**src/rtl/spi_flash_responder_if.sv**
```systemverilog
`default_nettype none
// =============================================================================
// spi_flash_responder_if : byte-wide read port between the responder and memory
// Rev 1.0
// =============================================================================
interface spi_flash_responder_if;
    logic        mem_req;
    logic [23:0] mem_addr;
    logic        mem_ack;
    logic [7:0]  mem_data;

    modport master (output mem_req, output mem_addr, input mem_ack, input mem_data);
    modport slave  (input mem_req, input mem_addr, output mem_ack, output mem_data);
endinterface
`default_nettype wire

```
**src/rtl/spi_flash_responder.sv**
```systemverilog
`default_nettype none
// =============================================================================
// spi_flash_responder : SPI mode-0 target emulating a read-only NOR flash subset
// Rev 1.0
// =============================================================================
module spi_flash_responder #(
    parameter logic [23:0] JEDEC_ID    = 24'hEF4016,
    parameter logic [7:0]  STATUS_VAL  = 8'h00,
    parameter int          SYNC_STAGES = 2
) (
    input  logic                  clk_48mhz,
    input  logic                  reset,
    input  logic                  spi_cs,
    input  logic                  spi_sck,
    input  logic                  spi_mosi,
    output logic                  spi_miso,
    output logic                  spi_miso_oe,
    spi_flash_responder_if.master mem,
    output logic                  powered_down,
    output logic                  cmd_valid,
    output logic [7:0]            cmd_byte,
    output logic                  err_underrun
);
    typedef enum logic [2:0] {
        S_IDLE, S_CMD, S_ID_OUT, S_STAT_OUT, S_ADDR, S_READ, S_IGNORE
    } state_t;

    state_t                 state_q, state_d;
    logic [SYNC_STAGES-1:0] cs_sync_q, cs_sync_d;
    logic [SYNC_STAGES-1:0] sck_sync_q, sck_sync_d;
    logic [SYNC_STAGES-1:0] mosi_sync_q, mosi_sync_d;
    logic                   sck_last_q, sck_last_d;
    logic [4:0]             bit_cnt_q, bit_cnt_d;
    logic [22:0]            rx_q, rx_d;
    logic [6:0]             tx_q, tx_d;
    logic [1:0]             id_idx_q, id_idx_d;
    logic                   pending_q, pending_d;
    logic                   have_data_q, have_data_d;
    logic [7:0]             data_q, data_d;
    logic                   arm_pd_q, arm_pd_d;
    logic                   arm_rel_q, arm_rel_d;
    logic                   extra_q, extra_d;
    logic                   miso_q, miso_d;
    logic                   oe_q, oe_d;
    logic                   mem_req_q, mem_req_d;
    logic [23:0]            mem_addr_q, mem_addr_d;
    logic                   powered_down_q, powered_down_d;
    logic                   cmd_valid_q, cmd_valid_d;
    logic [7:0]             cmd_byte_q, cmd_byte_d;
    logic                   err_underrun_q, err_underrun_d;

    logic        cs_s, sck_s, mosi_s, sck_rise, sck_fall, byte_ready;
    logic [23:0] rx_next;
    logic [7:0]  rd_byte, load_byte;

    assign cs_s       = cs_sync_q[SYNC_STAGES-1];
    assign sck_s      = sck_sync_q[SYNC_STAGES-1];
    assign mosi_s     = mosi_sync_q[SYNC_STAGES-1];
    assign sck_rise   = sck_s & ~sck_last_q;
    assign sck_fall   = ~sck_s & sck_last_q;
    assign rx_next    = {rx_q, mosi_s};
    // Data acked in the load cycle itself is used directly rather than reported as an underrun.
    assign byte_ready = have_data_q | (pending_q & mem.mem_ack);
    assign rd_byte    = have_data_q ? data_q : mem.mem_data;

    always_comb begin
        state_d        = state_q;
        cs_sync_d      = {cs_sync_q[SYNC_STAGES-2:0], spi_cs};
        sck_sync_d     = {sck_sync_q[SYNC_STAGES-2:0], spi_sck};
        mosi_sync_d    = {mosi_sync_q[SYNC_STAGES-2:0], spi_mosi};
        sck_last_d     = sck_s;
        bit_cnt_d      = bit_cnt_q;
        rx_d           = rx_q;
        tx_d           = tx_q;
        id_idx_d       = id_idx_q;
        pending_d      = pending_q;
        have_data_d    = have_data_q;
        data_d         = data_q;
        arm_pd_d       = arm_pd_q;
        arm_rel_d      = arm_rel_q;
        extra_d        = extra_q;
        miso_d         = miso_q;
        oe_d           = oe_q;
        mem_req_d      = 1'b0;
        mem_addr_d     = mem_addr_q;
        powered_down_d = powered_down_q;
        cmd_valid_d    = 1'b0;
        cmd_byte_d     = cmd_byte_q;
        err_underrun_d = 1'b0;
        load_byte      = 8'hFF;

        if (pending_q && mem.mem_ack) begin
            data_d      = mem.mem_data;
            have_data_d = 1'b1;
            pending_d   = 1'b0;
        end

        if (cs_s) begin
            if (state_q != S_IDLE) begin
                if (arm_pd_q && !extra_q) powered_down_d = 1'b1;
                if (arm_rel_q)            powered_down_d = 1'b0;
            end
            state_d     = S_IDLE;
            bit_cnt_d   = 5'd0;
            oe_d        = 1'b0;
            miso_d      = 1'b1;
            pending_d   = 1'b0;
            have_data_d = 1'b0;
            arm_pd_d    = 1'b0;
            arm_rel_d   = 1'b0;
            extra_d     = 1'b0;
        end else begin
            case (state_q)
                S_IDLE: begin
                    state_d   = S_CMD;
                    bit_cnt_d = 5'd0;
                end
                S_CMD: if (sck_rise) begin
                    rx_d      = rx_next[22:0];
                    bit_cnt_d = bit_cnt_q + 5'd1;
                    if (bit_cnt_q == 5'd7) begin
                        bit_cnt_d   = 5'd0;
                        cmd_valid_d = 1'b1;
                        cmd_byte_d  = rx_next[7:0];
                        id_idx_d    = 2'd0;
                        state_d     = S_IGNORE;
                        if (rx_next[7:0] == 8'hAB) begin
                            arm_rel_d = 1'b1;
                        end else if (!powered_down_q) begin
                            case (rx_next[7:0])
                                8'h9F:   state_d = S_ID_OUT;
                                8'h05:   state_d = S_STAT_OUT;
                                8'h03:   state_d = S_ADDR;
                                8'hB9:   arm_pd_d = 1'b1;
                                default: state_d = S_IGNORE;
                            endcase
                        end
                    end
                end
                S_ADDR: if (sck_rise) begin
                    rx_d      = rx_next[22:0];
                    bit_cnt_d = bit_cnt_q + 5'd1;
                    if (bit_cnt_q == 5'd23) begin
                        bit_cnt_d  = 5'd0;
                        mem_addr_d = rx_next;
                        mem_req_d  = 1'b1;
                        pending_d  = 1'b1;
                        state_d    = S_READ;
                    end
                end
                default: if (sck_rise) begin
                    bit_cnt_d = {2'b00, bit_cnt_q[2:0] + 3'd1};
                    if (state_q == S_IGNORE) extra_d = 1'b1;
                end
            endcase

            if (sck_fall && (state_q inside {S_ID_OUT, S_STAT_OUT, S_ADDR, S_READ})) begin
                oe_d = 1'b1;
                if (bit_cnt_q[2:0] == 3'd0) begin
                    case (state_q)
                        S_ID_OUT: begin
                            case (id_idx_q)
                                2'd0:    load_byte = JEDEC_ID[23:16];
                                2'd1:    load_byte = JEDEC_ID[15:8];
                                2'd2:    load_byte = JEDEC_ID[7:0];
                                default: load_byte = 8'hFF;
                            endcase
                            if (id_idx_q != 2'd3) id_idx_d = id_idx_q + 2'd1;
                        end
                        S_STAT_OUT: load_byte = STATUS_VAL;
                        S_READ: begin
                            if (byte_ready) begin
                                load_byte   = rd_byte;
                                have_data_d = 1'b0;
                                pending_d   = 1'b1;
                                mem_req_d   = 1'b1;
                                mem_addr_d  = mem_addr_q + 24'd1;
                            end else begin
                                err_underrun_d = 1'b1;
                            end
                        end
                        default: load_byte = 8'hFF;
                    endcase
                    miso_d = load_byte[7];
                    tx_d   = load_byte[6:0];
                end else begin
                    miso_d = tx_q[6];
                    tx_d   = {tx_q[5:0], 1'b1};
                end
            end
        end
    end

    always_ff @(posedge clk_48mhz or negedge reset) begin
        if (!reset) begin
            state_q        <= S_IDLE;
            cs_sync_q      <= '1;
            sck_sync_q     <= '0;
            mosi_sync_q    <= '0;
            sck_last_q     <= 1'b0;
            bit_cnt_q      <= 5'd0;
            rx_q           <= 23'd0;
            tx_q           <= 7'h7F;
            id_idx_q       <= 2'd0;
            pending_q      <= 1'b0;
            have_data_q    <= 1'b0;
            data_q         <= 8'h00;
            arm_pd_q       <= 1'b0;
            arm_rel_q      <= 1'b0;
            extra_q        <= 1'b0;
            miso_q         <= 1'b1;
            oe_q           <= 1'b0;
            mem_req_q      <= 1'b0;
            mem_addr_q     <= 24'd0;
            powered_down_q <= 1'b0;
            cmd_valid_q    <= 1'b0;
            cmd_byte_q     <= 8'h00;
            err_underrun_q <= 1'b0;
        end else begin
            state_q        <= state_d;
            cs_sync_q      <= cs_sync_d;
            sck_sync_q     <= sck_sync_d;
            mosi_sync_q    <= mosi_sync_d;
            sck_last_q     <= sck_last_d;
            bit_cnt_q      <= bit_cnt_d;
            rx_q           <= rx_d;
            tx_q           <= tx_d;
            id_idx_q       <= id_idx_d;
            pending_q      <= pending_d;
            have_data_q    <= have_data_d;
            data_q         <= data_d;
            arm_pd_q       <= arm_pd_d;
            arm_rel_q      <= arm_rel_d;
            extra_q        <= extra_d;
            miso_q         <= miso_d;
            oe_q           <= oe_d;
            mem_req_q      <= mem_req_d;
            mem_addr_q     <= mem_addr_d;
            powered_down_q <= powered_down_d;
            cmd_valid_q    <= cmd_valid_d;
            cmd_byte_q     <= cmd_byte_d;
            err_underrun_q <= err_underrun_d;
        end
    end

    assign spi_miso     = miso_q;
    assign spi_miso_oe  = oe_q;
    assign mem.mem_req  = mem_req_q;
    assign mem.mem_addr = mem_addr_q;
    assign powered_down = powered_down_q;
    assign cmd_valid    = cmd_valid_q;
    assign cmd_byte     = cmd_byte_q;
    assign err_underrun = err_underrun_q;
endmodule
`default_nettype wire

```
**src/flat_wrapper.sv**
```systemverilog
// flat-port wrapper written by rule: the top's interface ports become plain ports
module spi_flash_responder_flat 
#(
    parameter logic [23:0] JEDEC_ID    = 24'hEF4016,
    parameter logic [7:0]  STATUS_VAL  = 8'h00,
    parameter int          SYNC_STAGES = 2
)
  (clk_48mhz, reset, spi_cs, spi_sck, spi_mosi, spi_miso, spi_miso_oe, powered_down, cmd_valid, cmd_byte, err_underrun, mem_mem_req, mem_mem_addr, mem_mem_ack, mem_mem_data);
  spi_flash_responder_if mem_i ();
  input  logic clk_48mhz;
  input  logic reset;
  input  logic spi_cs;
  input  logic spi_sck;
  input  logic spi_mosi;
  output logic spi_miso;
  output logic spi_miso_oe;
  output logic powered_down;
  output logic cmd_valid;
  output logic [7:0] cmd_byte;
  output logic err_underrun;
  output wire logic [$bits(mem_i.mem_req)-1:0] mem_mem_req;
  output wire logic [$bits(mem_i.mem_addr)-1:0] mem_mem_addr;
  input wire logic [$bits(mem_i.mem_ack)-1:0] mem_mem_ack;
  input wire logic [$bits(mem_i.mem_data)-1:0] mem_mem_data;
  assign mem_mem_req = mem_i.mem_req;
  assign mem_mem_addr = mem_i.mem_addr;
  assign mem_i.mem_ack = mem_mem_ack;
  assign mem_i.mem_data = mem_mem_data;
  spi_flash_responder #(.JEDEC_ID(JEDEC_ID), .STATUS_VAL(STATUS_VAL), .SYNC_STAGES(SYNC_STAGES)) u_core (.clk_48mhz(clk_48mhz), .reset(reset), .spi_cs(spi_cs), .spi_sck(spi_sck), .spi_mosi(spi_mosi), .spi_miso(spi_miso), .spi_miso_oe(spi_miso_oe), .mem(mem_i), .powered_down(powered_down), .cmd_valid(cmd_valid), .cmd_byte(cmd_byte), .err_underrun(err_underrun));
endmodule
```
**config.mk**
```make
export PLATFORM = sky130hd
export DESIGN_NAME = spi_flash_responder_flat
export DESIGN_NICKNAME = d
export VERILOG_FILES = /design/src/rtl/spi_flash_responder_if.sv /design/src/rtl/spi_flash_responder.sv /design/src/flat_wrapper.sv
export SDC_FILE = /design/constraint.sdc
export NUM_CORES = 1
export LEC_CHECK = 0
export ABC_AREA = 1
export ABC_CLOCK_PERIOD_IN_PS = 2000
export BUFFER_PORTS_ARGS = -buffer_cell sky130_fd_sc_hd__buf_2
export CAP_MARGIN = 20
export CORE_MARGIN = 3
export CORE_UTILIZATION = 30
export CTS_CLUSTER_SIZE = 10
export DETAILED_ROUTE_END_ITERATION = 6
export GPL_TIMING_DRIVEN = 0
export HOLD_SLACK_MARGIN = 0.15
export PLACE_DENSITY = 0.44
export SLEW_MARGIN = 10
export SYNTH_ARGS = -nofsm -noshare
export SYNTH_HDL_FRONTEND = slang
export SYNTH_SLANG_ARGS = --single-unit
```
**constraint.sdc**
```tcl
create_clock -name clk_48mhz -period 2 [get_ports clk_48mhz]
set_input_delay 0 -clock clk_48mhz [delete_from_list [all_inputs] [get_ports clk_48mhz]]
set_output_delay 0 -clock clk_48mhz [all_outputs]
set_load 0.05 [all_outputs]
```
Yosys cells after proc, flatten, opt, wreduce, memory -nomap -nowiden

Cells that the tools add are included.

Register bits: 98
Bits of input ports: 14
Output and inout port bits: 38

Equality and inequality tests: 23
Reduce and logical (&&, ||, !) cells: 30
Bitwise operators: 7
Add/sub/neg operators: 4
Muxes and demuxes: 90

Operator list:

| operator              | number |
|---|---|
| $mux 24               | 7 |
| $mux 1                | 55 |
| $pmux 8 s3            | 2 |
| $mux 5                | 6 |
| $add 24x1->24 const B | 1 |
| $eq 8x8->1 const B    | 3 |
| $mux 3                | 7 |
| $pmux 3 s3            | 2 |
| $mux 8                | 2 |
| $reduce_bool 2->1     | 8 |
| $pmux 5 s3            | 1 |
| $mux 2                | 7 |
| $ne 3x1->1 const B    | 4 |
| $reduce_and 3->1      | 4 |
| $eq 3x3->1 const B    | 3 |
| $eq 8x2->1 const B    | 1 |
| $eq 8x3->1 const B    | 1 |
| $reduce_and 4->1      | 2 |
| $reduce_bool 4->1     | 2 |
| $mux 7                | 1 |
| $eq 3x2->1 const B    | 2 |
| $logic_not 3->1       | 2 |
| $ne 2x1->1 const B    | 3 |
| $reduce_and 6->1      | 1 |
| 20 further kinds      | 27 |

Depth between registers and ports, before layout

Gate-level depths: netlist (run 1).

Word-level depth: 10
Gate-level depth with buffers: 11
Gate-level depth less buffers: 10

Worst setup path before layout (run 1)

OpenSTA, ideal clock, no wires.

Kind: register to register
From: reg u_core.mem_addr_q[0] (netlist: u_core.mem.mem_addr[0])
To: reg u_core.mem_addr_q[12] (netlist: u_core.mem.mem_addr[12])
Period minus slack after synthesis: 1.918 ns
Data arrival time: 1.801 ns
Buffers on the path: 0
Path slack: 0.082 ns
Stages on the path, launching flop included: 9
Path through: dfrtp_1 ha_1 nand2_1 nor3_1 nand2_1 nand2_1 nand3_1 nand3_1 nand2_1

Longest elaborated chain between the ends: 5

Ends and longest elaborated chain:

| element                | line                       | text |
|---|---|---|
| from (decl)            | spi_flash_responder.sv:46  | `logic [23:0] mem_addr_q, mem_addr_d;` |
| from (signal assigned) | spi_flash_responder.sv:238 | `mem_addr_q <= mem_addr_d;` |
| $add 24x1->24          | spi_flash_responder.sv:177 | `mem_addr_d = mem_addr_q + 24'd1;` |
| $mux 24                | spi_flash_responder.sv:172 | `if (byte_ready) begin` |
| $mux 24                | spi_flash_responder.sv:160 | `case (state_q)` |
| $mux 24                | spi_flash_responder.sv:159 | `if (bit_cnt_q[2:0] == 3'd0) begin` |
| $mux 24                | spi_flash_responder.sv:157 | `if (sck_fall && (state_q inside {S_ID_OUT, S_STAT_OUT, S_ADDR, S_READ})) begin` |

No other way between the ends.
A chain may end at the register's enable or synchronous reset.

Final worst setup path (run 1)

From: reg u_core.mem_addr_q[1] (netlist: u_core.mem.mem_addr[1])
To: reg u_core.mem_addr_q[16] (netlist: u_core.mem.mem_addr[16])

The elaborated chain is that of the path after synthesis.

==> results by group, run 1 <==
STA
  • Rel. slew slack: 55.5%
  • Max-slew violations: 0
  • F_max: 0.534 GHz
  • Final Hold Fails: 0
  • Skew final: 0.0134 ns
  • Crit path time final: 1.87 ns
  • Final setup vio count: 0
  • Least-Margin Pin Slew: 0.662 ns
  • Period Utilization, post-route: 93.6%

Placed design
  • Post-DP HPWL: 13.3 mm
  • GPL Wtd Cong: 0.861
  • PortBufs: 51
  • Placed cell area: 6450 µm²
  • Placed cells: 1,116

Drt
  • Average wire per standard cell: 15.9 µm
  • Via Count: 5,376
  • Total Routed Length: 18.2 mm
  • Vias per cell: 4.68
  • Post-route antenna net violation count: 0
  • Drt drc: 0
  • Drt pass-1 iters: 4
  • Iteration-0 DRC Markers: 275

Synth
  • Main synth FF type: dfrtp_1
  • Register area share after synthesis: 42.2%
  • Async set-or-reset flop fraction in the synthesized netlist: 100%
  • Synth top area cells: dfrtp_1 (38%), nand2_1 (17%), nand3_1 (7.2%), inv_1 (5.1%), nor2_1 (4.8%)
  • Synthesized Nets: 826
  • Number of synthesis warnings: 0
  • Post-synth top area cell: dfrtp_1
  • Synthesized area: 5840 µm²
  • Yosys reg bits: 98
  • Synth top area share: 37.7%
  • Average size of a mapped cell: 7.26 µm²
  • Post-synth EDFFs: 0
  • Synth Instances: 804
  • Post-synth cell types: 43

Finish
  • Finished Layout Cells: 1,148
  • Fin util: 36.9%
  • Area growth, synth to finish: 19.5%
  • Antenna Cells: 0
  • Layout cells sized above 1: 17.0%
  • Nets@finish: 905
  • Fin area: 6980 µm²
  • Filler cells: 2,065

Critical path
  • Bufs and invs on worst path: 0
  • Setup crit end: u_core.mem.mem_addr[16]$_DFFE_PN0N_
  • Critical Path RT: 2.25 ns
  • Worst Path Max Fanout: 5
  • Critical path class: reg2reg
  • Critical Path Source: u_core.mem.mem_addr[1]$_DFFE_PN0N_
  • R2R Setup Slk: 0.13 ns
  • Critical Path Slowest Stage Cell: dfrtp_1
  • Endpoint class of the critical path: flip-flop
  • Max stage delay on crit path: 0.49 ns
  • Critical R2R Launch: u_core.mem.mem_addr[1]$_DFFE_PN0N_
  • Number of cells on the critical path: 8
  • Most frequent cell on the critical path: nand2_1
  • Crit path DAT: 2.12 ns
  • Reg2reg end: u_core.mem.mem_addr[16]$_DFFE_PN0N_
  • CP Cell Sequence: ha_2 -> nand2_1 -> nor2_2 -> nand2_1 -> o21ai_0 -> nand3_1 -> nand3_1 -> nand2_1
  • R2R cell count: 8
  • Family with the most delay on the worst path: simple AND/OR/NAND/NOR gates
  • Critical path launch point type: flip-flop

Clock tree
  • Worst-skew pair later-pin latency: 0.35 ns
  • Sink Count: 98
  • H-tree depth: 3
  • Worst-path clk slew: 0.07 ns
  • TritonCTS Buffers: 9
  • Worst-case clock buffer depth: 2
  • CTS Root Cell: clkbuf_16
  • CTS tree: yes

Global route
  • Global-route wire length before repair: 29.7 mm
  • Gr ovfl total: 0
  • Largest net degree at the start of global routing: 60
  • Gr usage total: 17.5%
  • Vias in the first global route: 5,281
  • Initial antenna violation count: 0

Power
  • Peak VDD IR: 0.000395 V
  • Total Power: 7.35 mW
  • Leak Pwr: 3.33 nW
  • Pwr/cell area: 1050 nW/µm²

Floorplanning
  • DIE HEIGHT: 146 µm
  • Area of the core: 18,900 µm²
  • DIE AREA: 21,200 µm²
  • # IOs: 52
  • Initial Utilization: 30.9%
  • FP Rows: 50
  • Die width: 146 µm

Outcome
  • Status: finished, final reports clean

Worst hold path
  • Hold Crit Class: in2reg
  • Hold Path Origin: spi_cs

Run
  • MaxCap Viol Count: 0
## placed cells by master, fill, tap and decap left out, types with 3 or more instances in the layout
| cell type | synthesis | routed |
|---|---|---|
| inv_2 | 5 | 6 |
| buf_2 | 7 | 54 |
| nor3_1 | 8 | 7 |
| clkbuf_16 | 0 | 9 |
| clkinv_2 | 2 | 3 |
| xor2_1 | 4 | 4 |
| clkbuf_1 | 3 | 5 |
| ha_1 | 8 | 7 |
| o21a_1 | 7 | 7 |
| nor2_2 | 5 | 6 |
| nand3_1 | 84 | 84 |
| nand2_4 | 5 | 5 |
| dfstp_2 | 10 | 9 |
| buf_4 | 5 | 8 |
| o21ai_1 | 32 | 32 |
| buf_6 | 7 | 8 |
| dfrtp_1 | 88 | 87 |
| nand2_1 | 259 | 258 |
| o21ai_0 | 43 | 43 |
| a21oi_2 | 6 | 6 |
| nand2_2 | 6 | 7 |
| clkinv_1 | 3 | 3 |
| dlygate4sd3_1 | 0 | 14 |
| o211ai_1 | 3 | 3 |
| nor2_8 | 3 | 3 |
| nand4_1 | 10 | 10 |
| nor2_1 | 74 | 72 |
| a21oi_1 | 13 | 13 |
| or2_2 | 6 | 6 |
| inv_1 | 79 | 77 |
## cells in the mapped netlist (4+ instances only)
library cell  count
a21oi_1          13
a21oi_2           6
buf_2             7
buf_4             5
buf_6             7
dfrtp_1          88
dfstp_2          10
ha_1              8
inv_1            79
inv_2             5
nand2_1         259
nand2_2           6
nand2_4           5
nand3_1          84
nand4_1          10
nor2_1           74
nor2_2            5
nor3_1            8
o21a_1            7
o21ai_0          43
o21ai_1          32
or2_2             6
xor2_1            4
## final cells by class
| type | count | area (µm²) | area share (%) |
|---|---|---|---|
| multi-input cells | 594 | 2910 | 41.7 |
| plain buffers | 22 | 168 | 2.40 |
| flip-flops and latches | 98 | 2470 | 35.4 |
| clock buffers | 12 | 246 | 3.53 |
| clock inverters | 4 | 51.3 | 0.735 |
| repair buffers | 69 | 464 | 6.65 |
| inverters | 89 | 340 | 4.88 |
| well taps | 260 | 325 | 4.66 |
## power breakdown
part	total, mW	internal [mW]	switching, mW	leakage, nW
clock	1.81	1.01	0.805	0.143
sequential	2.95	2.46	0.486	1.26
combinational	2.59	0.782	1.81	1.93
## routing by layer
layer  vias to the layer above  share of wire (%)  routed length (µm)  GRT usage [%]
li1                       2748                  -                   -              -
met1                      2525                 51                9210           25.9
met2                        87                 45                8150           27.2
met3                        16                3.3                 596           2.21
met4                         0                1.4                 255           4.65
met5                         -                  0                   0              0
## worst register-to-register path, cell delays in order (launching register included)
cell,delay [ns]
dfrtp_1,0.49
ha_2,0.32
nand2_1,0.17
nor2_2,0.26
nand2_1,0.10
o21ai_0,0.18
nand3_1,0.10
nand3_1,0.10
nand2_1,0.06
## flip-flops by register name, indices dropped and copies added, names as in the netlist, 3 cells and up
register             count
u_core.mem.mem_addr     24
u_core.rx_q             23
u_core.cmd_byte          8
u_core.data_q            8
u_core.tx_q              7
u_core.bit_cnt_q         5
u_core.state_q           3
## cell families after synthesis
group | count (synthesis) | synth area share (%)
xor+xnor | 5 | 0.750
buf+inv | 112 | 8.64
simple gates | 469 | 35.8
compound gates | 112 | 10.9
fa+ha+maj | 8 | 1.71
flops | 98 | 42.2
## timing repair
item / 4_1_cts / 5_1_grt
hold endpoints to repair: 110 / 0
pin swaps: 0 / 0
endpoints found under the setup margin: 4 / 19
hold buffers: 15 / 0
buffers inserted: 0 / 2
gates resized for setup: 1 / 15
## worst min-delay path by stage
stage	end	slack, ns	cells after the start
final	u_core.cs_sync_q[0]$_DFF_PN1_	0.29	2
after global placement	u_core.cs_sync_q[0]$_DFF_PN1_	0.11	1
after CTS	u_core.cs_sync_q[0]$_DFF_PN1_	0.27	2
after detailed placement	u_core.mem.mem_addr[15]$_DFFE_PN0N_	-0.06	1
after global routing	u_core.cs_sync_q[0]$_DFF_PN1_	0.30	2
after floorplan	u_core.arm_pd_q$_DFFE_PN0P_	-0.30	0
## per-stage QoR
step	setup WS [ns]	TNS, ns	hold WS (ns)
floorplan	0.0818	0	-0.296
global placement	-0.333	-28.47	0.106
detailed placement	-0.0263	-0.0370	-0.0553
CTS	0.00755	0	0.271
global route	-0.00978	-0.00978	0.299
finish	0.128	0	0.286
Note: power is estimated with default switching activity, not from simulation.
==> run 2, diff against run 1 <==
--- a/config.mk
+++ b/config.mk
@@ -9,9 +9,8 @@
 export ABC_CLOCK_PERIOD_IN_PS = 2000
 export BUFFER_PORTS_ARGS = -buffer_cell sky130_fd_sc_hd__buf_2
 export CAP_MARGIN = 20
-export CORE_MARGIN = 3
+export CORE_MARGIN = 5
 export CORE_UTILIZATION = 30
-export CTS_CLUSTER_SIZE = 10
 export DETAILED_ROUTE_END_ITERATION = 6
 export GPL_TIMING_DRIVEN = 0
 export HOLD_SLACK_MARGIN = 0.15
==> run 2 against run 1 <==
Sequential power about the same. Global-route usage decreased by 1.0 points. Clock-buffer cell count increased by 1. Flip-flop and latch count unchanged. Critical endpoint is now u_core.mem.mem_addr[22]$_DFFE_PN0N_. Register-to-register slack improved by 0.02 ns. Critical path depth increased by 2. Core utilization decreased by 0.96 points. Critical path type unchanged. Largest power group unchanged. Clock skew decreased by 0.0025 ns. Non-clock buffer count decreased by 3. Worst setup slack improved by 0.024 ns.
==> results by group, run 2 (synthesized netlist as in run 1, its figures left out) <==
Drt
  • Drt pass-1 iters: 4 (unchanged)
  • Via Count: 5,331 (-0.84%)
  • Total Routed Length: 17.7 mm (-2.7%)
  • Iteration-0 DRC Markers: 351 (+28%)
  • Average wire per standard cell: 15.4 µm (-2.9%)
  • Post-route antenna net violation count: 0 (unchanged)
  • Drt drc: 0 (unchanged)
  • Vias per cell: 4.64 (-1.0%)

Critical path
  • Critical path class: reg2reg
  • Critical path launch point type: flip-flop
  • Crit path DAT: 2.10 ns (-0.02 ns)
  • Max stage delay on crit path: 0.37 ns (-0.12 ns)
  • Critical Path Slowest Stage Cell: dfrtp_1
  • R2R Setup Slk: 0.15 ns (+0.02 ns)
  • Critical Path RT: 2.25 ns (about the same)
  • Family with the most delay on the worst path: simple AND/OR/NAND/NOR gates
  • Bufs and invs on worst path: 2 (+2)
  • CP Cell Sequence: ha_1 -> nand2_1 -> nor3_4 -> buf_2 -> buf_4 -> nand3_1 -> nand2_1 -> a21oi_1 -> nand2_1 -> nand2_1
  • Most frequent cell on the critical path: nand2_1
  • Endpoint class of the critical path: flip-flop
  • Worst Path Max Fanout: 10 (+5)

Global route
  • Vias in the first global route: 5,127 (-2.9%)
  • Gr usage total: 16.5% (-1.0 points)
  • Initial antenna violation count: 0 (unchanged)
  • Global-route wire length before repair: 28.8 mm (-3.1%)
  • Largest net degree at the start of global routing: 54 (-10%)
  • Gr ovfl total: 0 (unchanged)

STA
  • RSZ-0062 raised after global routing: no
  • Period Utilization, post-route: 92.4% (-1.2 points)
  • Final worst setup slack: 0.152 ns (+0.0240 ns)
  • Fin Hold WS: 0.152 ns (-0.133 ns)
  • Skew final: 0.0109 ns (-0.00248 ns)
  • Least-Margin Pin Slew: 0.676 ns (+0.0135 ns)
  • Final setup vio count: 0 (unchanged)
  • Rel. slew slack: 54.6% (-0.90 points)
  • Max-slew violations: 0 (unchanged)
  • F_max: 0.541 GHz (+1.3%)
  • Crit path time final: 1.85 ns (-0.0240 ns)
  • Final Hold Fails: 0 (unchanged)

Finish
  • Nets@finish: 902 (-0.33%)
  • Antenna Cells: 0 (unchanged)
  • Filler cells: 2,101 (+1.7%)
  • Layout cells sized above 1: 16.9% (-0.055 points)
  • Max FFs per register: 24 (unchanged)
  • Fin util: 36.0% (-0.96 points)
  • Commonest non-fill, non-tap cell in the layout: nand2_1
  • Multi-input gate area: 2920 µm² (+0.17%)
  • Fin area: 6950 µm² (-0.32%)
  • Most frequent cells in the layout: nand2_1 (258), dfrtp_1 (87), nand3_1 (84)
  • Reg area: 2470 µm² (-0.15%)
  • Area growth, synth to finish: 19.1%
  • Finished Layout Cells: 1,150 (+0.17%)

Floorplanning
  • # IOs: 52 (unchanged)
  • DIE HEIGHT: 150 µm (+2.7%)
  • Die width: 150 µm (+2.7%)
  • Initial Utilization: 30.2% (-0.71 points)
  • DIE AREA: 22,400 µm² (+5.6%)
  • FP Rows: 51 (+2.0%)
  • Area of the core: 19,300 µm² (+2.3%)

Power
  • Pwr/cell area: 1060 nW/µm² (+0.60%)
  • Peak VDD IR: 0.000419 V (+6.3%)
  • Leak Pwr: 3.31 nW (-0.60%)

Clock tree
  • TritonCTS Buffers: 9 (unchanged)
  • CTS tree: yes
  • Worst-skew pair later-pin latency: 0.36 ns (about the same)
  • H-tree depth: 3 (unchanged)
  • Worst-path clk slew: 0.07 ns (about the same)
  • Worst-case clock buffer depth: 2 (unchanged)
  • Sink Count: 98 (unchanged)
  • CTS Root Cell: clkbuf_16

Placed design
  • Placed cell area: 6460 µm² (about the same)
  • Placed cells: 1,121 (+0.45%)
  • Post-DP HPWL: 13.3 mm (about the same)
  • GPL Wtd Cong: 0.848 (-1.5%)
  • Placement Setup Slack: -0.0276 ns (-0.00126 ns)
  • PortBufs: 51 (unchanged)

Outcome
  • Status: finished, final reports clean

Worst hold path
  • Hold Crit Class: in2async

Run
  • MaxCap Viol Count: 0 (unchanged)
## run 2: final cells by class
cell class	count	share of cell area [%]
sequential	98	35.5
clock inverter	3	0.666
multi-input combinational	594	41.9
inverter	89	4.95
clock buffer	13	3.74
tap	265	4.77
timing repair buffer	66	6.14
buffer	22	2.34
## run 2: per-layer routing
metal / global-route usage, % / up-vias / routed length, µm
met1: 24.5 / 2474 / 9070
met4: 4.03 / 0 / 230
met2: 25.2 / 102 / 7820
met5: 0 / - / 0
met3: 2.70 / 15 / 600
li1: - / 2740 / -
## run 2: per-stage QoR
stage                     TNS (ns)  power, mW
after floorplan                  0       4.76
after global placement      -27.56       5.48
after detailed placement   -0.0551       5.50
after CTS                        0       7.43
after global routing             0       7.94
final                            0       7.37
## run 2: what timing repair did
| action | in CTS | in global routing |
|---|---|---|
| hold endpoints to repair | 112 | 0 |
| hold buffers | 13 | 0 |
| buffers inserted | 0 | 1 |
| setup endpoints to repair | 5 | 17 |
| resized for setup | 3 | 12 |
## run 2: worst paths after layout
kind,from,to,cells after the start
min in group clk_48mhz,spi_mosi,u_core.mosi_sync_q[0]$_DFF_PN0_,2
worst min register to register,u_core.sck_sync_q[0]$_DFF_PN0_,u_core.sck_sync_q[1]$_DFF_PN0_,0
worst min-delay path,reset,u_core.sck_sync_q[0]$_DFF_PN0_,2
max in group asynchronous,reset,u_core.cs_sync_q[0]$_DFF_PN1_,3
worst max register to register,u_core.bit_cnt_q[0]$_DFFE_PN0P_,u_core.mem.mem_addr[22]$_DFFE_PN0N_,10
worst max-delay path,u_core.bit_cnt_q[0]$_DFFE_PN0P_,u_core.mem.mem_addr[22]$_DFFE_PN0N_,10
## run 2: report_power, final
part	switching, mW	internal, mW
Combinational	1.80	0.765
Sequential	0.477	2.46
Clock	0.823	1.05
==> run 3, diff against run 2 <==
--- a/config.mk
+++ b/config.mk
@@ -10,11 +10,11 @@
 export BUFFER_PORTS_ARGS = -buffer_cell sky130_fd_sc_hd__buf_2
 export CAP_MARGIN = 20
 export CORE_MARGIN = 5
-export CORE_UTILIZATION = 30
+export CORE_UTILIZATION = 55
 export DETAILED_ROUTE_END_ITERATION = 6
 export GPL_TIMING_DRIVEN = 0
 export HOLD_SLACK_MARGIN = 0.15
-export PLACE_DENSITY = 0.44
+export PLACE_DENSITY = 0.73
 export SLEW_MARGIN = 10
 export SYNTH_ARGS = -nofsm -noshare
 export SYNTH_HDL_FRONTEND = slang
==> run 3 against run 2 <==
Critical path type unchanged. First-iteration DRC count is 40% higher. Sequential share of layout area is 1.8 points higher. Worst setup slack worse by 0.0082 ns. Largest power group unchanged. Combinational power hardly changed. Critical path depth stayed put. Via count is 5.5% higher. Sequential power hardly changed. Routed wire length is 8.8% lower. Core utilization is 28 points higher. Non-clock buffer count stayed put.
==> results by group, run 3 (synthesized netlist as in run 1, its figures left out) <==
Global route
  • Vias in the first global route: 5,440 (+6.1%)
  • Largest net degree at the start of global routing: 59 (+9.3%)
  • Gr ovfl total: 0 (unchanged)
  • Initial antenna violation count: 0 (unchanged)
  • Global-route wire length before repair: 27.0 mm (-6.2%)
  • Gr usage total: 26.3% (+9.8 points)

Clock tree
  • Worst-case clock buffer depth: 2 (unchanged)
  • TritonCTS Buffers: 9 (unchanged)
  • H-tree depth: 3 (unchanged)
  • CTS tree: yes
  • Worst-skew pair later-pin latency: 0.39 ns (+0.03 ns)
  • CTS Root Cell: clkbuf_8
  • Worst-path clk slew: 0.10 ns (+0.03 ns)
  • Sink Count: 98 (unchanged)

Finish
  • Nets@finish: 902 (unchanged)
  • Max FFs per register: 24 (unchanged)
  • Most frequent cells in the layout: nand2_1 (258), dfrtp_1 (87), nand3_1 (84)
  • Area growth, synth to finish: 13.4%
  • Commonest non-fill, non-tap cell in the layout: nand2_1
  • Antenna Cells: 0 (unchanged)
  • Filler cells: 977 (-53%)
  • Finished Layout Cells: 1,021 (-11%)
  • Layout cells sized above 1: 16.5% (-0.45 points)

Drt
  • Drt pass-1 iters: 5 (+1)
  • Average wire per standard cell: 15.8 µm (+2.7%)
  • Vias per cell: 5.51 (+19%)
  • Post-route antenna net violation count: 0 (unchanged)
  • Drt drc: 0 (unchanged)
  • Via Count: 5,623 (+5.5%)
  • Total Routed Length: 16.2 mm (-8.8%)
  • Iteration-0 DRC Markers: 490 (+40%)

Power
  • Total Power: 6.69 mW (-9.3%)
  • Leak Pwr: 3.25 nW (-2.0%)
  • Seq pwr share: 44.0% (+4.1 points)
  • NetSw: 3.02 mW (-2.6%)
  • Peak VDD IR: 0.000545 V (+30%)
  • Comb pwr share: 38.2% (+3.4 points)
  • Sw frac: 45.1% (+3.1 points)
  • Pwr/cell area: 1010 nW/µm² (-4.8%)
  • Clk network pwr share: 17.8% (-7.6 points)
  • P_int: 3.67 mW (-14%)

Critical path
  • Endpoint class of the critical path: flip-flop
  • Worst Path Max Fanout: 10 (unchanged)
  • Critical path launch point type: flip-flop
  • Crit path DAT: 2.15 ns (+0.05 ns)
  • Critical path class: reg2reg
  • Critical Path RT: 2.29 ns (+0.04 ns)

Placed design
  • GPL Wtd Cong: 0.923 (+8.8%)
  • PortBufs: 51 (unchanged)
  • Post-DP HPWL: 12.0 mm (-9.5%)
  • Placed cells: 992 (-12%)

Floorplanning
  • Area of the core: 10,300 µm² (-47%)
  • Die width: 113 µm (-24%)
  • DIE AREA: 12,800 µm² (-43%)
  • Initial Utilization: 56.6% (+26 points)
  • # IOs: 52 (unchanged)
  • FP Rows: 37 (-27%)
  • DIE HEIGHT: 113 µm (-24%)

STA
  • Rel. slew slack: 50.6% (-4.1 points)
  • Final Hold Fails: 0 (unchanged)
  • Max-slew violations: 0 (unchanged)
  • Fin Hold WS: 0.214 ns (+0.0616 ns)
  • RSZ-0062 raised after global routing: no
  • Skew final: 0.0124 ns (+0.00149 ns)
  • Final setup vio count: 0 (unchanged)
  • Least-Margin Pin Slew: 0.742 ns (+0.0661 ns)
  • Crit path time final: 1.86 ns (+0.00824 ns)
  • F_max: 0.539 GHz (-0.44%)
  • Period Utilization, post-route: 92.8% (+0.41 points)

Worst hold path
  • Hold Crit Class: in2async

Outcome
  • Status: finished, final reports clean

Run
  • MaxCap Viol Count: 0 (unchanged)
run 3: layout make-up:
type / instances / area, µm² / share of cell area (%)
multi-input cells: 594 / 2910 / 43.9
flip-flops and latches: 98 / 2470 / 37.2
repair buffers: 65 / 408 / 6.16
inverters: 89 / 337 / 5.08
plain buffers: 23 / 170 / 2.57
well taps: 136 / 170 / 2.57
clock buffers: 12 / 135 / 2.04
clock inverters: 4 / 28.8 / 0.435
run 3: metrics by stage:
| stage | util (%) | cell area (µm²) | TNS (ns) | setup WS (ns) |
|---|---|---|---|---|
| final | 64.1 | 6620 | 0 | 0.143 |
| after global placement | 60.7 | 6260 | -6.70 | -0.0821 |
| after detailed placement | 60.9 | 6290 | 0 | 0.0167 |
| after global routing | 64.1 | 6620 | 0 | 0.00954 |
| after floorplan | - | 5840 | 0 | 0.0818 |
| after CTS | 63.8 | 6590 | 0 | 0.0326 |
run 3: routing by layer:
| metal | global-route usage [%] | routed length (µm) |
|---|---|---|
| met4 | 11.2 | 508 |
| met2 | 40.8 | 7140 |
| met1 | 36.8 | 7300 |
| met5 | 0 | 0 |
| met3 | 3.90 | 1210 |
run 3: path summary, 6_finish.rpt:
kind                                                 start                             endpoint  slack, ns  cells after the start
setup / recovery           u_core.bit_cnt_q[0]$_DFFE_PN0P_  u_core.mem.mem_addr[16]$_DFFE_PN0N_       0.14                     10
hold / removal                                       reset  u_core.mem.mem_addr[20]$_DFFE_PN0N_       0.21                      2
setup reg to reg           u_core.bit_cnt_q[0]$_DFFE_PN0P_  u_core.mem.mem_addr[16]$_DFFE_PN0N_       0.14                     10
hold reg to reg              u_core.cs_sync_q[0]$_DFF_PN1_        u_core.cs_sync_q[1]$_DFF_PN1_       0.36                      0
max in group asynchronous                            reset           u_core.tx_q[3]$_DFFE_PN1P_       1.05                      3
min in group clk_48mhz                            spi_mosi      u_core.mosi_sync_q[0]$_DFF_PN0_       0.26                      2
run 3: power groups by stage:
stage,Clock (mW),Combinational (mW),Sequential (mW)
after floorplan,0,1.52,3.24
after detailed placement,0,2.49,2.96
final,1.19,2.55,2.94
after CTS,1.21,2.52,2.93
after global placement,0,2.41,2.94
after global routing,1.28,2.86,3.01
run 3: worst max-delay path, cell delays in order, from the launching register on:
cell,delay [ns]
dfrtp_1,0.38
ha_1,0.18
nand2_1,0.11
nor3_2,0.23
clkbuf_4,0.25
buf_4,0.18
nand3_1,0.15
nand2_1,0.10
nand2_1,0.05
nand3_1,0.07
nand2_1,0.05
run 3: repair_timing:
item,4_1_cts,5_1_grt
pin swaps,0,0
endpoints found under the hold margin,75,0
gates resized for setup,1,10
setup buffers,0,0
hold buffers,13,0
setup endpoints to repair,2,11
